===== src/rtl/pc_sequencer_if.sv =====
// rtl/pc_sequencer_if.sv - control, adder-operand and fetch-address bundle for pc_sequencer
//
// Signal summary:
//   stall, branch_taken, branch_offset, jump, jump_target, halt, resume
//       control into the sequencer
//   add_a, add_b   operands to the external combinational adder
//   add_result     sum returned by that adder
//   pc, pc_valid   fetch address and its qualifier
//   state          00 RUN, 01 FLUSH, 10 HALTED
// The slave modport is the sequencer's view. The master modport is the
// view of whatever drives the control inputs and supplies the adder.
interface pc_sequencer_if #(
    parameter int WIDTH = 16
);
    logic             stall;
    logic             branch_taken;
    logic [WIDTH-1:0] branch_offset;
    logic             jump;
    logic [WIDTH-1:0] jump_target;
    logic             halt;
    logic             resume;
    logic [WIDTH-1:0] add_a;
    logic [WIDTH-1:0] add_b;
    logic [WIDTH-1:0] add_result;
    logic [WIDTH-1:0] pc;
    logic             pc_valid;
    logic [1:0]       state;

    modport slave (
        input  stall, branch_taken, branch_offset, jump, jump_target,
               halt, resume, add_result,
        output add_a, add_b, pc, pc_valid, state
    );

    modport master (
        output stall, branch_taken, branch_offset, jump, jump_target,
               halt, resume, add_result,
        input  add_a, add_b, pc, pc_valid, state
    );
endinterface


===== src/rtl/pc_sequencer.sv =====
// rtl/pc_sequencer.sv - program-counter sequencer feeding an external 16-bit adder
//
// Ports:
//   clk  rising-edge clock
//   rst  synchronous active-high reset
//   bus  pc_sequencer_if.slave, which carries:
//          control inputs (stall, branch, jump, halt, resume)
//          adder operands out (add_a, add_b) and sum in (add_result)
//          fetch address (pc, pc_valid) and state
// The PC advances by taking the adder sum in the same cycle. Jump targets are
// loaded directly and do not pass through the adder.
module pc_sequencer #(
    parameter int               WIDTH    = 16,
    parameter logic [WIDTH-1:0] RESET_PC = '0,
    parameter int               INC      = 2
) (
    input  logic               clk,
    input  logic               rst,
    pc_sequencer_if.slave      bus
);
    typedef enum logic [1:0] {
        S_RUN    = 2'b00,
        S_FLUSH  = 2'b01,
        S_HALTED = 2'b10
    } state_t;

    localparam logic [WIDTH-1:0] INC_W = WIDTH'(INC);

    state_t           st;
    logic [WIDTH-1:0] pc_q;

    // add_b follows branch_taken in every state. When the sequencer is not
    // in RUN, the sum is simply not used.
    assign bus.add_a    = pc_q;
    assign bus.add_b    = bus.branch_taken ? bus.branch_offset : INC_W;
    assign bus.pc       = pc_q;
    assign bus.state    = st;
    assign bus.pc_valid = (st == S_RUN) && !bus.stall;

    always_ff @(posedge clk) begin
        if (rst) begin
            pc_q <= RESET_PC;
            st   <= S_RUN;
        end else begin
            case (st)
                S_RUN: begin
                    if (bus.halt) begin
                        st <= S_HALTED;
                    end else if (bus.stall) begin
                        // Hold the PC. Any redirect requested this cycle is dropped.
                        st <= S_RUN;
                    end else if (bus.jump) begin
                        pc_q <= bus.jump_target;
                        st   <= S_FLUSH;
                    end else if (bus.branch_taken) begin
                        pc_q <= bus.add_result;
                        st   <= S_FLUSH;
                    end else begin
                        pc_q <= bus.add_result;
                    end
                end
                S_FLUSH: begin
                    // Bubble cycle. The redirected PC is held, then fetched in RUN.
                    st <= bus.halt ? S_HALTED : S_RUN;
                end
                S_HALTED: begin
                    if (!bus.halt && bus.resume) begin
                        st <= S_RUN;
                    end
                end
                default: begin
                    st <= S_RUN;
                end
            endcase
        end
    end
endmodule

===== src/flat_wrapper.sv =====
// flat-port wrapper written by rule: the top's interface ports become plain ports
module pc_sequencer_flat 
#(
    parameter int               WIDTH    = 16,
    parameter logic [WIDTH-1:0] RESET_PC = '0,
    parameter int               INC      = 2
)
  (clk, rst, bus_stall, bus_branch_taken, bus_branch_offset, bus_jump, bus_jump_target, bus_halt, bus_resume, bus_add_result, bus_add_a, bus_add_b, bus_pc, bus_pc_valid, bus_state);
  pc_sequencer_if #(.WIDTH(WIDTH)) bus_i ();
  input  logic clk;
  input  logic rst;
  input wire logic [$bits(bus_i.stall)-1:0] bus_stall;
  input wire logic [$bits(bus_i.branch_taken)-1:0] bus_branch_taken;
  input wire logic [$bits(bus_i.branch_offset)-1:0] bus_branch_offset;
  input wire logic [$bits(bus_i.jump)-1:0] bus_jump;
  input wire logic [$bits(bus_i.jump_target)-1:0] bus_jump_target;
  input wire logic [$bits(bus_i.halt)-1:0] bus_halt;
  input wire logic [$bits(bus_i.resume)-1:0] bus_resume;
  input wire logic [$bits(bus_i.add_result)-1:0] bus_add_result;
  output wire logic [$bits(bus_i.add_a)-1:0] bus_add_a;
  output wire logic [$bits(bus_i.add_b)-1:0] bus_add_b;
  output wire logic [$bits(bus_i.pc)-1:0] bus_pc;
  output wire logic [$bits(bus_i.pc_valid)-1:0] bus_pc_valid;
  output wire logic [$bits(bus_i.state)-1:0] bus_state;
  assign bus_i.stall = bus_stall;
  assign bus_i.branch_taken = bus_branch_taken;
  assign bus_i.branch_offset = bus_branch_offset;
  assign bus_i.jump = bus_jump;
  assign bus_i.jump_target = bus_jump_target;
  assign bus_i.halt = bus_halt;
  assign bus_i.resume = bus_resume;
  assign bus_i.add_result = bus_add_result;
  assign bus_add_a = bus_i.add_a;
  assign bus_add_b = bus_i.add_b;
  assign bus_pc = bus_i.pc;
  assign bus_pc_valid = bus_i.pc_valid;
  assign bus_state = bus_i.state;
  pc_sequencer #(.WIDTH(WIDTH), .RESET_PC(RESET_PC), .INC(INC)) u_core (.clk(clk), .rst(rst), .bus(bus_i));
endmodule

===== config.mk =====
export PLATFORM = sky130hd
export DESIGN_NAME = pc_sequencer_flat
export DESIGN_NICKNAME = d
export VERILOG_FILES = /design/src/rtl/pc_sequencer_if.sv /design/src/rtl/pc_sequencer.sv /design/src/flat_wrapper.sv
export SDC_FILE = /design/constraint.sdc
export NUM_CORES = 1
export LEC_CHECK = 0
export BUFFER_PORTS_ARGS = -buffer_cell sky130_fd_sc_hd__buf_4
export CAP_MARGIN = 20
export CELL_PAD_IN_SITES_DETAIL_PLACEMENT = 1
export CELL_PAD_IN_SITES_GLOBAL_PLACEMENT = 1
export CORE_MARGIN = 2
export CORE_UTILIZATION = 26
export CTS_CLUSTER_DIAMETER = 50
export DETAILED_ROUTE_END_ITERATION = 8
export PLACE_DENSITY_LB_ADDON = 0.08
export REMOVE_ABC_BUFFERS = 1
export SYNTH_ARGS = -nofsm -noshare
export SYNTH_HDL_FRONTEND = slang
export SYNTH_SLANG_ARGS = --single-unit

===== constraint.sdc =====
create_clock -name clk -period 3.9 [get_ports clk]
set_clock_uncertainty 0.1 [all_clocks]
set_input_delay 0.195 -clock clk [delete_from_list [all_inputs] [get_ports clk]]
set_output_delay 0.195 -clock clk [all_outputs]
set_load 0.02 [all_outputs]

==> out/metrics.cfg <==
[hold_path]
min_to=u_core.bus.state[1]
hp-start=bus_halt
hold_depth=3
hold_path_class=input pin to flop

[die]
rows=23
initial_core_util_pct=27.33
core-area_um2=4029
die_y_um=69.08
die_x_um=69.08
io-pin-count=106
dieArea_um2=4771

[clock_tree]
cts_max_path_buffers=2
cts_inserted_buffers=3
cts_tree=yes
clock_insertion_delay_worst_skew_ps=250
cts_root_buffer=clkbuf_8
h-tree-depth=1
cts.clk_slew.worst_paths_ps=70
ctsHoldBuffers=0
cts_resized=0
clock_sinks=18
postCtsSetupBuffers=0

[global_route]
grt_first_pass_wirelength_mm=5.733
antenna_found_initial=0
grt_usage_pct=14.89
grt_pass1_vias=1167
grt_overflow_total=0
grt_start_max_net_pins=19

[finish]
fin_cells=248
postLayoutCoreUtil_pct=45.34
areaGrowthSynthToFinish_pct=65.91
n_antenna_cell=0
num-fill-cells=486
drive_gt1_share_pct=63.64
nNetsFinal=255

[routing]
drt_iter0_drc=14
via_count=1107
drt-total-wl_mm=3.525
drc=0
ant_nets=0
viasPerCell=4.464
routedWlPerCell_um=14.21
first_pass_iters=2

[critical_path]
rr_startpoint=u_core.bus.state[1]
critical_path.max_stage_delay_ps=880
worstSetupEndpointType=flop
path_class=flop to flop
r2r_slack_ps=1790
start_kind=flop
cp_top_family=simple AND/OR/NAND/NOR gates
worstPathRequired_ps=3960
timing.rr.end=u_core.bus.add_a[3]
critPathBufInv=1
worstPathArrival_ps=2180
cp_slowest_cell=nor4_4
r2r_cells=4
cp_cell_sequence=nor4_4 > buf_4 > nor2_1 > a211oi_1
cp_max_fo=17

[synthesis]
synth_top_flop_cell=dfxtp_1
async_flop_share_pct=0
synthTopCellsByArea=dfxtp_1 33%, a211oi_2 15%, mux2i_1 15%
synth_edf_count=0
synth_top_area_share_pct=32.73
yosysWarningCount=0
syn_area_um2=1101
ys_ff_latch=18
synth_top_area_cell=dfxtp_1
synth_cells=113
synthDistinctLibCells=17
syn_area_per_cell_um2=9.744
seq_area_frac_synth_pct=32.73

[placed_design]
hpwl_mm=2.838
gp_congestion=0.7012
io_buffers=105
dp_cells=245

[power_and_ir_drop]
pwr-share-clk_pct=24.3
p_leak_nw=0.8994
internal_power_mw=0.3635
cellPowerDensity_nw_per_um2=290.5
power_frac_seq_pct=39.2
combPwrFrac_pct=36.6
p_switching_mw=0.1671
p_sw_share_pct=31.50
peakVddDrop_mv=0.1515

[run]
max-cap-violations=0

[sta]
post-route-period-util_pct=54.16
finalHoldViolations=0
rsz0062_at_grt=false
slew_headroom_pct=34.65
tightest_slew_ps=973.0
setup-tns-final_ps=0
period_needed_ps=2112
fmax_mhz=473.5
slew_viol_final=0
setup_violations=0

[run_status]
status=finished clean

## sequential cells by signal, indices dropped and copies added, names as in the netlist
signal            count
u_core.bus.add_a     16
u_core.bus.state      2
## how the worst max path moves through the flow
stage                              startpoint                    to  slack, ps  cells after the start
after floorplan           u_core.bus.state[1]  u_core.bus.add_a[10]       1730                      3
after global placement    u_core.bus.state[1]   u_core.bus.add_a[5]       1880                      4
after detailed placement  u_core.bus.state[1]   u_core.bus.add_a[3]       1760                      4
after CTS                 u_core.bus.state[1]   u_core.bus.add_a[3]       1750                      4
after global routing      u_core.bus.state[1]   u_core.bus.add_a[3]       1610                      4
final                     u_core.bus.state[1]   u_core.bus.add_a[3]       1790                      4
## layer usage
metal | global-route usage (%) | up-vias | wire, um
met5 | 0 | - | 0
met4 | 6.100 | 0 | 63
met3 | 3.216 | 6 | 233
met2 | 27.35 | 51 | 1918
met1 | 16.41 | 508 | 1309
li1 | - | 542 | -
## cell usage in the layout (no fill, tap or decap)
master	instances
nor4_4	1
nor3_1	1
and2_1	15
buf_4	106
nand2b_1	1
nor3b_1	1
nor2_1	14
inv_1	1
nor2_2	3
a21oi_1	1
mux2i_1	16
a211oi_2	13
dfxtp_1	18
a211oi_1	4
clkbuf_8	3
## through the flow
step / power [mW] / setup slack [ps] / area [um2] / hold slack (ps)
finish: 0.5306 / 1788 / 1827 / 172.1
detailed placement: 0.4083 / 1760 / 1785 / 427.5
floorplan: 0.2972 / 1729 / 927.1 / 159.6
global route: 0.5604 / 1606 / 1827 / 208.0
CTS: 0.5401 / 1754 / 1827 / 165.3
global placement: 0.4034 / 1882 / 1785 / 406.7
## cell type report
type	instances	area [um2]	area share, %
clock buffer	3	41.29	2.260
inverter	1	3.754	0.2055
multi-input combinational	70	563.0	30.82
sequential	18	360.3	19.73
tap	50	62.56	3.425
timing repair buffer	106	795.8	43.56
## cells by family after synthesis
kind of cell    share of synthesized area, %
buf+inv                                16.14
simple gates                           18.64
mux                                    14.55
compound gates                         17.95
flops                                  32.73
## Yosys cell counts (2+ instances only)
| library cell | n |
|---|---|
| buf_6 | 2 |
| buf_4 | 18 |
| mux2i_1 | 16 |
| a211oi_1 | 4 |
| nor2_1 | 14 |
| clkbuf_1 | 3 |
| and2_1 | 15 |
| a211oi_2 | 13 |
| nor2_2 | 3 |
| dfxtp_1 | 18 |
## power by group through the flow
stage	registers, mW	clock network (mW)	logic, mW
CTS	0.208	0.135	0.197
finish	0.208	0.129	0.194
global placement	0.211	0	0.192
detailed placement	0.212	0	0.196
global route	0.210	0.144	0.207
floorplan	0.239	0	0.0580
## tightest hold or removal path, stage by stage
cell and delay [ps]:
buf_4 120, a21oi_1 110, a211oi_1 50
No activity file was read; power rests on OpenSTA's default activity.
